<file path="src/rtl/pixel_sink_pkg.sv">
// Shared types, constants and helpers for pixel_stream_sink and its Fletcher-16 accumulator.
package pixel_sink_pkg;

  typedef enum logic [1:0] {
    RECV  = 2'd0,
    DONE  = 2'd1,
    ABORT = 2'd2
  } sink_state_e;

  localparam int unsigned SUM_W        = 8;
  localparam int unsigned ACC_W        = SUM_W + 1;
  localparam int unsigned FLETCHER_MOD = 255;

  localparam int unsigned        LFSR_W    = 16;
  localparam logic [LFSR_W-1:0]  LFSR_SEED = 16'hACE1;
  // Feedback taps 16,14,13,11 expressed as bit positions 15,13,12,10.
  localparam logic [LFSR_W-1:0]  LFSR_TAPS = 16'hB400;

  typedef struct packed {
    logic [SUM_W-1:0] sum2;
    logic [SUM_W-1:0] sum1;
  } fletcher16_t;

  // 9-bit add followed by a single conditional subtract keeps the result below 255.
  function automatic logic [SUM_W-1:0] mod255_add(input logic [SUM_W-1:0] a,
                                                  input logic [SUM_W-1:0] b);
    logic [ACC_W-1:0] s;
    s = {1'b0, a} + {1'b0, b};
    if (s >= ACC_W'(FLETCHER_MOD)) begin
      s = s - ACC_W'(FLETCHER_MOD);
    end
    return s[SUM_W-1:0];
  endfunction

  function automatic logic [LFSR_W-1:0] lfsr_step(input logic [LFSR_W-1:0] l);
    return {l[LFSR_W-2:0], ^(l & LFSR_TAPS)};
  endfunction

endpackage

</file>
<file path="src/rtl/fletcher16_acc.sv">
// Fletcher-16 running sums with mod-255 reduction; sum*_c give the sums after folding in data.
module fletcher16_acc
  import pixel_sink_pkg::*;
(
  input  logic             clk,
  input  logic             rstn,
  input  logic             clr,
  input  logic             en,
  input  logic [SUM_W-1:0] data,
  output logic [SUM_W-1:0] sum1_c,
  output logic [SUM_W-1:0] sum2_c
);

  logic [SUM_W-1:0] sum1_q;
  logic [SUM_W-1:0] sum2_q;
  logic [SUM_W-1:0] sum1_n;
  logic [SUM_W-1:0] sum2_n;

  always_comb begin
    sum1_n = mod255_add(sum1_q, data);
    sum2_n = mod255_add(sum2_q, sum1_n);
  end

  always_ff @(posedge clk) begin
    if (!rstn || clr) begin
      sum1_q <= '0;
      sum2_q <= '0;
    end else if (en) begin
      sum1_q <= sum1_n;
      sum2_q <= sum2_n;
    end
  end

  assign sum1_c = sum1_n;
  assign sum2_c = sum2_n;

endmodule

</file>
<file path="src/rtl/pixel_stream_sink.sv">
// Terminal pixel sink: frames IMG_WIDTH pixels, Fletcher-16 per frame, mid-frame stall timeout.
// Define PIXEL_SINK_STALL_EN to add LFSR-driven pseudo-random backpressure in RECV.
module pixel_stream_sink
  import pixel_sink_pkg::*;
#(
  parameter int unsigned IMG_WIDTH = 1024,
  parameter int unsigned TIMEOUT   = 4096
) (
  input  logic                         clk,
  input  logic                         rstn,
  input  logic [7:0]                   pixel_in,
  input  logic                         valid_in,
  output logic                         ready_out,
  output logic                         frame_done,
  output logic [15:0]                  checksum,
  output logic [15:0]                  frame_count,
  output logic [$clog2(IMG_WIDTH)-1:0] pixel_count,
  output logic                         err_timeout
);

  localparam int unsigned PC_W   = $clog2(IMG_WIDTH);
  localparam int unsigned IDLE_W = $clog2(TIMEOUT + 1);

  sink_state_e       state_q;
  sink_state_e       state_d;
  logic [PC_W-1:0]   pc_d;
  logic [IDLE_W-1:0] idle_q;
  logic [IDLE_W-1:0] idle_d;
  logic              ready_d;
  logic              done_d;
  logic              err_d;
  logic [15:0]       fc_d;
  fletcher16_t       cks_q;
  fletcher16_t       cks_d;

  logic              xfer_c;
  logic              last_c;
  logic              acc_clr_c;
  logic              stall_c;
  logic [SUM_W-1:0]  sum1_c;
  logic [SUM_W-1:0]  sum2_c;

`ifdef PIXEL_SINK_STALL_EN
  logic [LFSR_W-1:0] lfsr_q;
  logic [LFSR_W-1:0] lfsr_d;

  always_comb lfsr_d = lfsr_step(lfsr_q);

  always_ff @(posedge clk) begin
    if (!rstn) begin
      lfsr_q <= LFSR_SEED;
    end else begin
      lfsr_q <= lfsr_d;
    end
  end

  // ready_out is registered from lfsr_d, so it tracks lfsr_q in the cycle it is seen.
  assign stall_c = (lfsr_d[1:0] == 2'b00);
`else
  assign stall_c = 1'b0;
`endif

  assign xfer_c = valid_in && ready_out;
  assign last_c = xfer_c && (pixel_count == PC_W'(IMG_WIDTH - 1));

  fletcher16_acc u_acc (
    .clk    (clk),
    .rstn   (rstn),
    .clr    (acc_clr_c),
    .en     (xfer_c),
    .data   (pixel_in),
    .sum1_c (sum1_c),
    .sum2_c (sum2_c)
  );

  // Next-state, counters and next values of every registered output.
  always_comb begin
    state_d   = state_q;
    pc_d      = pixel_count;
    idle_d    = idle_q;
    acc_clr_c = 1'b0;

    case (state_q)
      RECV: begin
        if (xfer_c) begin
          idle_d = '0;
          if (last_c) begin
            pc_d    = '0;
            state_d = DONE;
          end else begin
            pc_d = pixel_count + PC_W'(1);
          end
        end else if (pixel_count == '0) begin
          idle_d = '0;
        end else if (idle_q == IDLE_W'(TIMEOUT - 2)) begin
          // Counter would reach TIMEOUT-1 this cycle with no transfer to rescue it.
          state_d = ABORT;
          pc_d    = '0;
          idle_d  = '0;
        end else begin
          idle_d = idle_q + IDLE_W'(1);
        end
      end
      DONE, ABORT: begin
        acc_clr_c = 1'b1;
        state_d   = RECV;
      end
      default: begin
        state_d = RECV;
      end
    endcase

    ready_d = (state_d == RECV) && !stall_c;
    done_d  = last_c;
    cks_d   = cks_q;
    if (last_c) begin
      cks_d = '{sum2: sum2_c, sum1: sum1_c};
    end
    fc_d    = frame_count + 16'(last_c);
    err_d   = err_timeout || (state_d == ABORT);
  end

  always_ff @(posedge clk) begin
    if (!rstn) begin
      state_q     <= RECV;
      pixel_count <= '0;
      idle_q      <= '0;
      ready_out   <= 1'b0;
      frame_done  <= 1'b0;
      cks_q       <= '0;
      frame_count <= '0;
      err_timeout <= 1'b0;
    end else begin
      state_q     <= state_d;
      pixel_count <= pc_d;
      idle_q      <= idle_d;
      ready_out   <= ready_d;
      frame_done  <= done_d;
      cks_q       <= cks_d;
      frame_count <= fc_d;
      err_timeout <= err_d;
    end
  end

  assign checksum = cks_q;

endmodule

</file>
<file path="config.mk">
export PLATFORM = sky130hd
export DESIGN_NAME = pixel_stream_sink
export DESIGN_NICKNAME = d
export VERILOG_FILES = /design/src/rtl/pixel_sink_pkg.sv /design/src/rtl/fletcher16_acc.sv /design/src/rtl/pixel_stream_sink.sv
export SDC_FILE = /design/constraint.sdc
export NUM_CORES = 1
export LEC_CHECK = 0
export ABC_AREA = 1
export BUFFER_PORTS_ARGS = -buffer_cell sky130_fd_sc_hd__buf_2
export CORE_MARGIN = 2
export CORE_UTILIZATION = 45
export CTS_CLUSTER_DIAMETER = 150
export DETAILED_ROUTE_END_ITERATION = 8
export GPL_TIMING_DRIVEN = 1
export SYNTH_ARGS = -nofsm -noshare
export SYNTH_HDL_FRONTEND = slang
export SYNTH_HIERARCHICAL = 1
export SYNTH_SLANG_ARGS = --single-unit
</file>
<file path="constraint.sdc">
create_clock -name clk -period 6.75 [get_ports clk]
set_input_delay 2.025 -clock clk [delete_from_list [all_inputs] [get_ports clk]]
set_output_delay 2.025 -clock clk [all_outputs]
set_load 0.1 [all_outputs]
</file>
### Word-level counts from Yosys, hierarchy flattened

Index checks and enable logic that the tools add are counted.

* equal/unequal tests: 6
* muxes and demuxes: 15
* reduce and logical (&&, ||, !) cells: 11
* magnitude comparators: 2
* add/subtract/negate cells: 7

Operator list (count)
* 2-to-1 mux 10 bit: 4
* 2-to-1 mux 13 bit: 3
* adder 8 x 8 -> 9 bit: 2
* >= comparator 9 x 8 -> 1 bit, second input constant: 2
* adder 16 x 1 -> 16 bit: 1
* 2-to-1 mux 8 bit: 2
* subtractor 8 bit, second input constant: 2
* adder 13 x 1 -> 13 bit, second input constant: 1
* equality test 13 x 12 -> 1 bit, second input constant: 1
* adder 10 x 1 -> 10 bit, second input constant: 1
* equality test 10 bit, second input constant: 1
* zero test 10 bit: 1
* 2-to-1 mux 2 bit: 5
* equality test 2 bit, second input constant: 2
* zero test 2 bit: 2
* AND reduction 3 bit: 1
* equality test 2 x 1 -> 1 bit, second input constant: 1
* logical AND 1 bit: 2
* logical OR 1 bit: 2
* inequality test 2 bit, second input constant: 1
* nonzero test 2 bit: 1
* OR reduction 2 bit: 1
* zero test 1 bit: 1
* 2-to-1 mux 1 bit: 1

* flip-flop bits (word level): 76
* bits of input ports: 11
* output and inout bits: 45

### Logic depth before layout (Yosys ltp)

* depth after elaboration: 7
* gate-level depth with buffers: 29

### Hierarchy

Netlist, hierarchy kept.

By module, submodules not included
* pixel_stream_sink: times used 1, cells each 400, sequential area each 1201.2 um^2, area each 2884.0 um^2
* fletcher16_acc: times used 1, cells each 322, sequential area each 320.3 um^2, area each 2115.8 um^2

### Worst setup path after synthesis

Ideal clock, no wire load.

* path kind: input port to flip-flop
* from: in pixel_in[0]
* to: reg cks_q, in the netlist checksum[10]
* path buffers: 0
* stages: 26
* setup slack: 1094 ps
* arrival: 5589 ps
* library setup time: 67 ps
* path through: ha_1 > fa_1 > ha_1 > inv_1 > nor2_1 > nand3_2 > nor2_4 > nand3_4 > nand3_4 > nand2_2 > nand2_1 > ha_1 > inv_1 > fa_1 > inv_1 > ha_1 > inv_1 > nor2_1 > nand3_2 > nor2_4 > nand3_2 > nand3_4 > nand2_2 > nand2_1 > nor2_1 > nor2_1

* word-level cells in the longest chain between the ends: 6
* elaborated cells between the ends (all ways): 8

Ends and longest elaborated chain
* from (decl): line pixel_stream_sink.sv:11 `input logic [7:0] pixel_in,`
* adder 8 x 8 -> 9 bit (*): line pixel_sink_pkg.sv:28 `s = {1'b0, a} + {1'b0, b};`
* subtractor 8 bit / >= comparator 9 x 8 -> 1 bit (equally long branches): line pixel_sink_pkg.sv:30, pixel_sink_pkg.sv:29
* 2-to-1 mux 8 bit (*): line pixel_sink_pkg.sv:29 `if (s >= ACC_W'(FLETCHER_MOD)) begin`
* via sum1_c[0]: line pixel_stream_sink.sv:40 `logic [SUM_W-1:0] sum1_c;`
* adder 8 x 8 -> 9 bit (*): line pixel_sink_pkg.sv:28
* subtractor 8 bit / >= comparator 9 x 8 -> 1 bit (equally long branches): line pixel_sink_pkg.sv:30, pixel_sink_pkg.sv:29
* 2-to-1 mux 8 bit (*): line pixel_sink_pkg.sv:29
* via sum2_c[2]: line pixel_stream_sink.sv:41 `logic [SUM_W-1:0] sum2_c;`
* to (signal assigned): line pixel_stream_sink.sv:139 `cks_q <= cks_d;`
* to (decl): line pixel_stream_sink.sv:33 `fletcher16_t cks_q;`

The timed path passes the listed nets; every way through them passes the cells marked *.
A chain may end at the register's enable or synchronous reset.

### Final worst setup path

* from: in pixel_in[0]
* to: reg cks_q, in the netlist checksum[9]

The elaborated chain is that of the path after synthesis.

==> out/results.tsv <==
metric	value	unit
ir_worst_vdd	0.0001022	V
synthToLayoutAreaGrowth	10.71	%
path_delay_family	simple AND/OR/NAND/NOR gates	
ys_warn_count	6	
cell_pwr_density	224.1	mW/mm^2
floorplan.rows	38	
hold_viol	0	
cells_after_synthesis	722	
mappedNetlistNets	761	
synthMostInstantiatedCell	nand2_1	
p_clk_frac	0.272	
cap_violations	0	
asyncSetResetFlopFracSynth	0	
start_kind	input pin	
cts.reportedPaths.clkPinSlew	0.08	ns
stdcell_area	0.005535	mm^2
cts_hold_buffers	0	
syn-cell-area	0.005000	mm^2
maxClockFrequency	173.8	MHz
clk_root_buffer_cell	clkbuf_8	
globalRouteTotalUtil	0.2074	
routabilityCongestion	0.8723	
fin_setup_tns	0	ns
cell_internal_pwr	0.7646	mW
routed_via_density	5.008	
yosysTopAreaCell	dfxtp_1	
global_route.overflow_total	0	
avgSynthCellArea	6.925	um^2
postSynth.topFlopCell	dfxtp_1	
power.share.switching	0.3836	
port-buffer-count	55	
initial_antenna_violation_count	0	
finalCriticalPeriod	5.754	ns
drv_slew	0	
design.die.area	0.01197	mm^2
post_drt_wl_per_cell	12.68	um
max_root_sink_buffers	2	
drt-total-wl	11630	um
detail_route.first_pass.iterations	4	
path_max_fanout	8	
synth.top_cells.by_count	158 x nand2_1, 118 x nor2_1, 86 x inv_1	
fin_skew	0.01185	ns
worst_slew_margin_rel	0.5382	
synth_seq_area_share	0.3043	
outcome	finished, final reports clean	
routed-via-count	4592	
drcViolationCount	0	
p_seq_frac	0.380	
grt_first_pass_wirelength	19690	um
post_route_cells_drive_above_1_share	0.1982	
synthDistinctLibCells	40	
cpPeakStageDelay	0.53	ns
coreArea	0.01084	mm^2
setup_ws_pre_cts	0.6049	ns
timing_worst_setup_path_type	in -> reg	
cts_tree	yes	
switchingPower	0.4758	mW
instances_no_fill	917	
finish.net_count	812	
post_synth_main_area_contributors	dfxtp_1 30%, nand2_1 12%, nor2_1 8.9%	
drt_iter0_drcs	244	
critical_path_required	7.06	ns
clk-insertion-delay-late	0.37	ns
synth_top_cell_area_share	0.3043	
htree_levels	3	
power.static_leakage	2.700	nW
grt_max_degree	39	
cts-resized-gates	0	
worst-slew-pin-transition	0.6927	ns
total_of_flip_flops_plus_latches_after_synthesis	76	
final_critical_path_setup_slack	0.9959	ns
cts_inserted_buffers	9	
postRouteAntennaNets	0	
worst_path_max_delay_cell	fa_1	
end_kind	register	
number_of_buffers_and_inverters_on_the_critical_path	5	
power.share.combinational	0.348	
final_min_period_over_clock_period	0.8525	
synth-edff-count	0	
dieWidth	109.4	um
arrival	6.07	ns
placed_area	0.005349	mm^2
finalSetupViolCount	0	
hold_class	reg -> reg	
cts_num_sinks	76	
initial_core_util	0.4612	
unrepaired_setup_endpoints_after_global_routing	false	
cts.repair_timing.setup_buffer_count	0	
io-pin-count	56	
num_antenna_cells	0	
vias_in_the_first_global_route	4265	
place_inst	902	
dp_hpwl	8612	um
dieHeight	109.4	um
## logic make-up (layout without fill, tap and decap cells)
kind of cell / after synthesis / count (layout) / synth area share
flip-flops: 76 / 76 / 0.3043
AO/OA/AOI/OAI: 71 / 71 / 0.07933
XOR/XNOR: 17 / 17 / 0.02978
adder cells (fa/ha/maj): 28 / 28 / 0.07307
AND/OR/NAND/NOR: 420 / 420 / 0.4212
buffers and inverters: 110 / 165 / 0.09234
## final timing paths
check / from / slack [ns] / depth (start not counted) / endpoint
hold reg to reg: err_timeout / 0.45 / 2 / err_timeout
setup / recovery: pixel_in[0] / 1.0 / 27 / checksum[9]
setup reg to reg: u_acc/sum1_q[0] / 2.45 / 26 / checksum[9]
hold / removal: err_timeout / 0.45 / 2 / err_timeout
## registers in the layout (all words and copies together), names as in the netlist
name	flops
frame_count	16
idle_q	13
u_acc/sum2_q	8
ready_out	1
err_timeout	1
frame_done	1
state_q	2
checksum	16
pixel_count	10
u_acc/sum1_q	8
## per-layer routing
metal / up-vias / global-route usage / share of wire / wire, um
met5: - / 0 / 0 / 0
met4: 0 / 0.1058 / 0.031 / 359
met3: 26 / 0.03438 / 0.031 / 362
met2: 76 / 0.3347 / 0.46 / 5378
met1: 2080 / 0.2666 / 0.48 / 5526
li1: 2410 / - / - / -
## worst min-delay path, delay by kind of cell, from the launching register on
kind	cells	cell delay (ns)
AND/OR/NAND/NOR	2	0.09
flip-flops	1	0.32
## layout make-up
cell class / count / area, um^2
fillers: 1114 / 5305
multi-input cells: 536 / 3017
flip-flops and latches: 76 / 1521
inverters: 94 / 352.8
repair buffers: 56 / 282.8
well taps: 140 / 175.2
clock buffers: 12 / 165.2
clock inverters: 3 / 21.27
## through the flow
stage               hold WS (ns)    util  power (mW)
floorplan                 0.4651       -      0.8346
global placement          0.4340  0.4934      0.9059
detailed placement        0.4494  0.4934      0.9112
CTS                       0.4608  0.5106       1.253
global route              0.4913  0.5106       1.323
finish                    0.4524  0.5106       1.240
## cells in the final DEF, fill, tap and decap left out, drive strengths merged
master,n
nand3,58
o21a,2
ha,26
dfxtp,76
o21ai,31
nor3b,1
xnor2,8
clkinv,4
nand4,24
nor2,129
xor2,9
a31oi,4
buf,56
nand2,189
clkinvlp,1
fa,2
nor3,13
or2,2
o21bai,1
inv,92
nand3b,4
a21oi,33
clkbuf,12
## power by group through the flow
stage / logic, mW / clock network, mW / registers (mW)
2_1_floorplan: 0.341 / 0 / 0.494
3_3_place_gp: 0.424 / 0 / 0.482
3_5_place_dp: 0.429 / 0 / 0.482
4_1_cts: 0.431 / 0.350 / 0.472
5_1_grt: 0.487 / 0.364 / 0.473
6_report: 0.431 / 0.338 / 0.471
No activity file was read; power rests on OpenSTA's default activity.
